<file path="src/rtl/game_pkg.sv">
// Shared game-level types and 7-segment constants.
// Used by the score datapath and the display driver.
package game_pkg;

    typedef enum logic [1:0] {
        IDLE = 2'd0,
        RUN  = 2'd1,
        WIN  = 2'd2,
        OVER = 2'd3
    } state_t;

    localparam logic [6:0] SEG_BLANK = 7'h00;
    localparam logic [6:0] SEG_DASH  = 7'h40;

endpackage

</file>
<file path="src/rtl/seven_seg_decoder.sv">
// BCD to 7-segment decoder, segments {g,f,e,d,c,b,a} active-high.
// Non-decimal codes 10-15 render as a dash.
module seven_seg_decoder
    import game_pkg::*;
(
    input  logic [3:0] bcd_i,
    output logic [6:0] seg_o
);

    // Pure lookup; anything outside 0-9 falls through to the dash.
    always_comb begin
        seg_o = SEG_DASH;
        case (bcd_i)
            4'd0: seg_o = 7'h3F;
            4'd1: seg_o = 7'h06;
            4'd2: seg_o = 7'h5B;
            4'd3: seg_o = 7'h4F;
            4'd4: seg_o = 7'h66;
            4'd5: seg_o = 7'h6D;
            4'd6: seg_o = 7'h7D;
            4'd7: seg_o = 7'h07;
            4'd8: seg_o = 7'h7F;
            4'd9: seg_o = 7'h6F;
            default: seg_o = SEG_DASH;
        endcase
    end

endmodule

</file>
<file path="src/rtl/score_display_driver.sv">
// Two-digit multiplexed 7-seg driver for the score counter.
// Guard-blanked scan, frame-latched digits, WIN dp and OVER blink.
module score_display_driver
    import game_pkg::*;
#(
    parameter int SCAN_DIV  = 12000,
    parameter int GUARD_CYC = 120,
    parameter int BLINK_DIV = 3000000
) (
    input  logic       clk,
    input  logic       reset,
    input  state_t     state,
    input  logic [3:0] bcd_tens,
    input  logic [3:0] bcd_ones,
    output logic [6:0] seg,
    output logic       dp,
    output logic [1:0] digit_en,
    output logic       frame_p
);

    localparam int SW = (SCAN_DIV > 1) ? $clog2(SCAN_DIV) : 1;
    localparam int BW = (BLINK_DIV > 1) ? $clog2(BLINK_DIV) : 1;

    localparam logic [SW-1:0] DIG_LAST = SW'(SCAN_DIV - GUARD_CYC - 1);
    localparam logic [SW-1:0] GRD_LAST = SW'(GUARD_CYC - 1);
    localparam logic [BW-1:0] BLK_LAST = BW'(BLINK_DIV - 1);

    typedef enum logic [1:0] {
        DIG_TENS = 2'd0,
        BLANK_A  = 2'd1,
        DIG_ONES = 2'd2,
        BLANK_B  = 2'd3
    } scan_state_t;

    scan_state_t   scan_q, scan_d;
    logic [SW-1:0] scan_cnt_q, scan_cnt_d;
    logic [3:0]    lat_tens_q, lat_tens_d;
    logic [3:0]    lat_ones_q, lat_ones_d;
    logic          frame_q, frame_d;
    logic          slot_last;

    logic [BW-1:0] blink_cnt_q, blink_cnt_d;
    logic          blink_vis_q, blink_vis_d;

    logic [6:0]    seg_q, seg_d;
    logic          dp_q, dp_d;
    logic [1:0]    en_q, en_d;

    logic          is_over;
    logic          is_win;
    logic          show;
    logic [3:0]    dec_in;
    logic [6:0]    dec_seg;

    // Unknown game states simply get normal display.
    assign is_over = (state == OVER);
    assign is_win  = (state == WIN);
    assign show    = !is_over || blink_vis_q;

    assign dec_in = (scan_q == DIG_TENS) ? lat_tens_q : lat_ones_q;

    seven_seg_decoder u_dec (
        .bcd_i (dec_in),
        .seg_o (dec_seg)
    );

    // Scan sequencing; digits are latched only at the start of a frame.
    always_comb begin
        scan_d     = scan_q;
        scan_cnt_d = scan_cnt_q + SW'(1);
        lat_tens_d = lat_tens_q;
        lat_ones_d = lat_ones_q;
        frame_d    = 1'b0;
        slot_last  = 1'b0;
        if (scan_q == DIG_TENS || scan_q == DIG_ONES) begin
            slot_last = (scan_cnt_q >= DIG_LAST);
        end else begin
            slot_last = (scan_cnt_q >= GRD_LAST);
        end
        if (slot_last) begin
            scan_cnt_d = '0;
            unique case (scan_q)
                DIG_TENS: scan_d = BLANK_A;
                BLANK_A:  scan_d = DIG_ONES;
                DIG_ONES: scan_d = BLANK_B;
                BLANK_B: begin
                    scan_d     = DIG_TENS;
                    lat_tens_d = bcd_tens;
                    lat_ones_d = bcd_ones;
                    frame_d    = 1'b1;
                end
            endcase
        end
    end

    // Blink runs only inside OVER; outside it sits at visible, count 0.
    always_comb begin
        blink_cnt_d = '0;
        blink_vis_d = 1'b1;
        if (is_over) begin
            if (blink_cnt_q >= BLK_LAST) begin
                blink_cnt_d = '0;
                blink_vis_d = ~blink_vis_q;
            end else begin
                blink_cnt_d = blink_cnt_q + BW'(1);
                blink_vis_d = blink_vis_q;
            end
        end
    end

    // Next display outputs from the current slot; guard slots stay dark.
    always_comb begin
        seg_d = SEG_BLANK;
        dp_d  = 1'b0;
        en_d  = 2'b00;
        unique case (scan_q)
            DIG_TENS: begin
                en_d  = 2'b10;
                seg_d = (lat_tens_q == 4'd0) ? SEG_BLANK : dec_seg;
            end
            DIG_ONES: begin
                en_d  = 2'b01;
                seg_d = dec_seg;
                dp_d  = is_win;
            end
            BLANK_A, BLANK_B: begin
                en_d = 2'b00;
            end
        endcase
        if (!show) begin
            seg_d = SEG_BLANK;
            dp_d  = 1'b0;
        end
    end

    // Scan state, counters and latched digit pair.
    always_ff @(posedge clk or negedge reset) begin
        if (!reset) begin
            scan_q     <= BLANK_B;
            scan_cnt_q <= '0;
            lat_tens_q <= 4'd0;
            lat_ones_q <= 4'd0;
            frame_q    <= 1'b0;
        end else begin
            scan_q     <= scan_d;
            scan_cnt_q <= scan_cnt_d;
            lat_tens_q <= lat_tens_d;
            lat_ones_q <= lat_ones_d;
            frame_q    <= frame_d;
        end
    end

    // Blink half-period timer and visibility flag.
    always_ff @(posedge clk or negedge reset) begin
        if (!reset) begin
            blink_cnt_q <= '0;
            blink_vis_q <= 1'b1;
        end else begin
            blink_cnt_q <= blink_cnt_d;
            blink_vis_q <= blink_vis_d;
        end
    end

    // Registered pins so seg and digit_en always change together.
    always_ff @(posedge clk or negedge reset) begin
        if (!reset) begin
            seg_q <= SEG_BLANK;
            dp_q  <= 1'b0;
            en_q  <= 2'b00;
        end else begin
            seg_q <= seg_d;
            dp_q  <= dp_d;
            en_q  <= en_d;
        end
    end

    assign seg      = seg_q;
    assign dp       = dp_q;
    assign digit_en = en_q;
    assign frame_p  = frame_q;

endmodule

</file>
<file path="config.mk">
export PLATFORM = sky130hd
export DESIGN_NAME = score_display_driver
export DESIGN_NICKNAME = d
export VERILOG_FILES = /design/src/rtl/game_pkg.sv /design/src/rtl/seven_seg_decoder.sv /design/src/rtl/score_display_driver.sv
export SDC_FILE = /design/constraint.sdc
export NUM_CORES = 1
export LEC_CHECK = 0
export BUFFER_PORTS_ARGS = -buffer_cell sky130_fd_sc_hd__buf_2
export CAP_MARGIN = 20
export CORE_MARGIN = 2
export CORE_UTILIZATION = 35
export DETAILED_ROUTE_END_ITERATION = 10
export PLACE_DENSITY = 0.49
export REMOVE_ABC_BUFFERS = 1
export SETUP_SLACK_MARGIN = 0.02
export SLEW_MARGIN = 40
export SYNTH_ARGS = -nofsm -noshare
export SYNTH_HDL_FRONTEND = slang
export SYNTH_SLANG_ARGS = --single-unit
</file>
<file path="constraint.sdc">
create_clock -name clk -period 2.7 [get_ports clk]
set_input_delay 0.54 -clock clk [delete_from_list [all_inputs] [get_ports clk]]
set_output_delay 0.54 -clock clk [all_outputs]
set_load 0.02 [all_outputs]
</file>
# Word-level counts from Yosys, hierarchy flattened
# Memories as Yosys holds them, arrays and structs flattened.
# Index checks and enable logic that the tools add are counted.
# word_totals
register_bits	58
mem_bits_ro	112
inputBits	12
output_inout_bits	11
wordCells	46
mem_count	1
# memory_table
memory	words	word_bits	read_ports	rd_ports_with_merged_regs	write_ports	line_no	rtl
(name not given)	16	7	1	0	0	seven_seg_decoder.sv:13	case (bcd_i)
# classes
addsub	2
magnitude_cmp	3
n_eq_ne	6
n_mux	16
bitwise	1
reduce_logical	7
# op_table
cell	n
$mux 22	2
$add 22x1->22 const B	1
$ge 22x22->1 const B	1
$add 14x1->14 const B	1
$ge 14x14->1 const B	1
$ge 14x7->1 const B	1
$mux 14	1
$mux 7	2
$pmux 7 s2	1
$eq 2x2->1 const B	4
$pmux 2 s4	1
$mux 1	7
$pmux 2 s3	1
$logic_not 4->1	1
$mux 4	1
$eq 2x1->1 const B	1
$logic_not 2->1	1
$logic_or 1x1->1	2
$ne 2x1->1 const B	1
$reduce_and 2->1	1
$reduce_or 2->1	1
$logic_not 1->1	1
$not 1->1	1

# Depth between registers and ports, before layout
# An unclocked memory read counts as a cell.
# depth
ltp_word	6
mapped_depth	9
mapped_depth_nobuf	8

# By module
# From an unflattened synthesis, not the netlist that was laid out.
# unflattened
hier_cells	281
hier_area_um2	2957.8
# modules_own_cells
module	instances	cells_each	area_each_um2	seq_area_each_um2
score_display_driver	1	252	2732.6	1455.1
seven_seg_decoder	1	29	225.2	0.0

# Worst setup path before layout
# Ideal clock, no wire load.
# synth_path
path_type	reg2reg
startpoint	register scan_q[0]
endpoint	register lat_ones_q[0]
setup_time_ns	0.125
arrival_time_ns	2.052
t_required_ns	2.575
slack_ns	0.523
path_stages_with_launch	9
n_path_buf	2
period_less_slack_ns	2.177
path_cell_list	dfstp_2 > inv_1 > ha_1 > buf_4 > or2_1 > o211a_2 > a2111o_1 > buf_6 > mux2_4
# synth_between
elab_chain_cells	4
word_cells_on_any_way	6
cone_classes	eq/ne (2); mux (1); reduce/logical (3)
# synth_rtl
element	line_no	rtl
from (decl)	score_display_driver.sv:35	scan_state_t scan_q, scan_d;
from (signal assigned)	score_display_driver.sv:145	scan_q <= scan_d;
$eq 2x2->1 or $logic_not 2->1 (tied branches)	score_display_driver.sv:75	if (scan_q == DIG_TENS || scan_q == DIG_ONES) begin
$logic_or 1x1->1	score_display_driver.sv:75	
$mux 1	score_display_driver.sv:75	
$reduce_and 2->1 (no source line) *	n/a	
to (signal assigned)	score_display_driver.sv:148	lat_ones_q <= lat_ones_d;
to (decl)	score_display_driver.sv:38	logic [3:0] lat_ones_q, lat_ones_d;
# Mark *: on every way between the ends. The rest lies on a longest branch, timed or not.
# A chain may end at the register's enable or synchronous reset.

# Worst setup path in the final report
# layout_path
startpoint	register scan_q[0]
endpoint	register lat_tens_q[1]
# layout_between
elab_chain_cells	4
word_cells_on_any_way	6
cone_classes	eq/ne (2); mux (1); reduce/logical (3)
# layout_rtl
element	line_no	rtl
$eq 2x2->1 or $logic_not 2->1 (tied branches)	score_display_driver.sv:75	
$logic_or 1x1->1	score_display_driver.sv:75	
$mux 1	score_display_driver.sv:75	
$reduce_and 2->1 (no source line) *	n/a	
to (signal assigned)	score_display_driver.sv:147	lat_tens_q <= lat_tens_d;
to (decl)	score_display_driver.sv:37	logic [3:0] lat_tens_q, lat_tens_d;
# Marked as above.

==> metrics.txt <==
fmax approximately 430 MHz; synthesized area between 2000 and 3000 um2; Chip Height 95.6 um; CTS Root Cell clkbuf_8; number of violations reported at the end of detailed-routing iteration 0 46; termination of the worst setup path lat_tens_q[1]; num ports 23; maximum number of buffers from clock root to sink 2; startpoint of the worst register-to-register path scan_q[0]; Detail Placement HPWL 3.95 mm; cell internal power dissipation 1.29 mW; total via count after detailed routing 2053; critical path peak fanout 9; Slowest cell on crit path a2111o_1; number of antenna violations at the first check in global routing 0; peak per-stage delay on the critical path 0.58 ns; hold buffer count at CTS 0; synth warn 0; outcome complete, no violations; final setup vio count 0; Worst Clk Skew 0.0124 ns; area of the die ~9100 um2; total inserted antenna cells 0; final worst path period share a little under nine tenths; overall power after layout 1.69 mW; largest voltage drop on the vdd net 267 uV; path category of the worst min-delay check input pin to async pin; average vias per placed instance 5.01; row count 33; kind of critical path flip-flop to flip-flop; final routed wirelength across all metal layers about 5.7 mm; horizontal die dimension between 90 and 100 um; layout net count ~320; FFs w/ async S/R, synth 100%; number of post-CTS setup repair buffers 0; part of the power in combinational logic 6.3%; arrival time at the worst endpoint 2.53 ns; Cells after Synth roughly 270; leakage power total 1.50 nW; Layout Area Growth over Synthesis 13.1%; flops & latches, synth 58; ratio of cells with drive above 1 in the final layout 20.0%; min Tclk post-route 2.33 ns; clk sink count 58; TritonCTS clock tree built; reg-to-reg slack, setup 0.37 ns; sum of negative setup slack 0 ns; Stages on worst setup path 6; Flop pwr share 53.1%; fraction of power consumed by the clock network approximately two fifths; R2R cell count 6; routed length per placed instance 14.0 um; Clock transition at path regs about 0.060 ns; antenna violation net count after detailed routing 0; worst path cell trace inv_1, ha_1, or2_1, o211a_2, a2111o_1, mux2_4; maximum level of the CTS H-tree 3; commonest register cell after synthesis dfrtp_1; worst setup path startpoint scan_q[0]; Total GRT Usage 14.4%; unrepaired setup endpoints after global routing false; number of search-and-repair iterations in the first detailed-routing pass 4; via count of the first global-routing pass 2081; P per Cell Area between 500 and 600 nW/um2; final count of pins violating max slew 0; P_sw 0.401 mW; maximum number of pins on one net before global-route repair 26; critical path launch point type flip-flop; end-of-flow core utilization about two fifths; core region area 8180 um2; gpl congestion approximately 0.8; worst max-slew margin expressed relative to the limit ~63%; initial cell density of the core 35.9%; reg-to-reg critical path endpoint lat_tens_q[1]; insertion delay to the later sink of the worst-skew pair 0.33 ns; CP Buf/Inv Count 1; final count of hold timing violations 0; Crit path max-delay family compound AO/OA/AOI/OAI gates; number of gates resized after cts 0; data required time at the worst endpoint 2.91 ns; Switching Share 23.7%; Post-route DRC 0; sort of element at the end of the critical path flip-flop; share of the yosys chip area belonging to registers 49.6%; number of max-cap violations 0; number of buffers added on ports 22; synth unique cells 51; worst-margin pin slew 0.560 ns; Synth Area per Inst approximately 11 um2; leftover overflow at the end of global routing 0; number of synthesized flops with an enable pin 0; global-route wire length before repair ~10 mm; number of CTS-inserted buffers 9
==> power groups by stage <==
stage / logic, mW / clock network [mW] / registers (mW)
after floorplan: 0.0430 / 0 / 0.926
after global placement: 0.108 / 0 / 0.914
after detailed placement: 0.110 / 0 / 0.915
after CTS: 0.111 / 0.708 / 0.899
after global routing: 0.121 / 0.758 / 0.901
final: 0.107 / 0.687 / 0.898
==> logic make-up after synthesis <==
group / after synthesis / share of synthesized area [%]
simple gates: 101 / 18.8
flops: 58 / 49.6
compound gates: 45 / 10.1
xor+xnor: 21 / 6.27
buf+inv: 18 / 3.16
mux: 18 / 7.72
fa+ha+maj: 10 / 4.26
==> synthesized netlist by cell type, types with 2 or more instances <==
master / count / area, um2
dfstp_2: 3 / 78.8
xor2_1: 17 / 149
o21a_1: 3 / 22.5
or4_1: 5 / 37.5
o31ai_1: 2 / 15.0
o21bai_1: 2 / 15.0
mux2_2: 5 / 56.3
nand4_1: 8 / 50.1
clkbuf_1: 2 / 7.51
a211oi_2: 2 / 25.0
mux2i_1: 5 / 50.1
and2_1: 4 / 25.0
o21ai_0: 8 / 40.0
nand3_1: 16 / 80.1
xnor2_1: 4 / 35.0
nor2_1: 27 / 101
buf_6: 2 / 22.5
ha_1: 10 / 125
inv_1: 8 / 30.0
or3_1: 8 / 50.1
buf_2: 5 / 25.0
a21oi_1: 15 / 75.1
nand2_1: 13 / 48.8
and4_1: 3 / 26.3
mux2_4: 8 / 120
dfrtp_1: 55 / 1380
o21ai_1: 2 / 10.0
and3_1: 6 / 37.5
==> layer usage <==
layer  share of wire [%]  global-route usage, %  up-vias
li1                    -                      -     1030
met1                  49                   18.6      988
met2                  46                   22.4       26
met3                 3.3                   4.51        9
met4                 1.3                   5.60        0
met5                   0                      0        -
==> cells in the final DEF (no fill, tap or decap), types with 6 or more instances in the layout <==
cell	synthesis	layout
nand2_1	13	13
buf_2	5	22
nand4_1	8	8
a21oi_1	15	15
ha_1	10	10
nand3_1	16	16
xor2_1	17	17
inv_1	8	8
buf_4	1	6
mux2_4	8	8
dfrtp_1	55	55
clkbuf_8	0	10
o21ai_0	8	8
and3_1	6	6
or3_1	8	8
clkbuf_1	2	6
nor2_1	27	27
==> worst min path at each step <==
stage	start	endpoint	slack (ns)	cells after the start
finish	reset	blink_cnt_q[4]	0.20	1
detailed placement	blink_cnt_q[0]	blink_cnt_q[0]	0.44	1
global route	reset	blink_cnt_q[4]	0.23	1
floorplan	reset	blink_cnt_q[0]	0.24	0
CTS	reset	blink_cnt_q[7]	0.22	1
global placement	blink_cnt_q[0]	blink_cnt_q[0]	0.44	1
==> stage by stage <==
| stage | instance area [um2] | instances | setup WS, ns | hold WS [ns] |
|---|---|---|---|---|
| finish | 3320 | 410 | 0.374 | 0.199 |
| global route | 3320 | 410 | 0.250 | 0.229 |
| CTS | 3320 | 410 | 0.359 | 0.219 |
| detailed placement | 3160 | 394 | 0.369 | 0.440 |
| global placement | 3160 | 394 | 0.427 | 0.440 |
| floorplan | 2870 | 261 | 0.325 | 0.244 |
==> cell type report <==
class                           instances  area, um2
Clock buffer                           16        160
Fill cell                             835       4860
Inverter                                8       30.0
Multi-Input combinational cell        195       1390
Sequential cell                        58       1460
Tap cell                              105        131
Timing Repair Buffer                   28        155
==> state kept, by name, indices dropped and copies added (netlist names) <==
| name | count |
|---|---|
| frame_p | 1 |
| blink_cnt_q | 22 |
| blink_vis_q | 1 |
| seg | 7 |
| lat_tens_q | 4 |
| lat_ones_q | 4 |
| dp | 1 |
| scan_q | 2 |
| digit_en | 2 |
| scan_cnt_q | 14 |
Power figures use the tool's default switching activity.
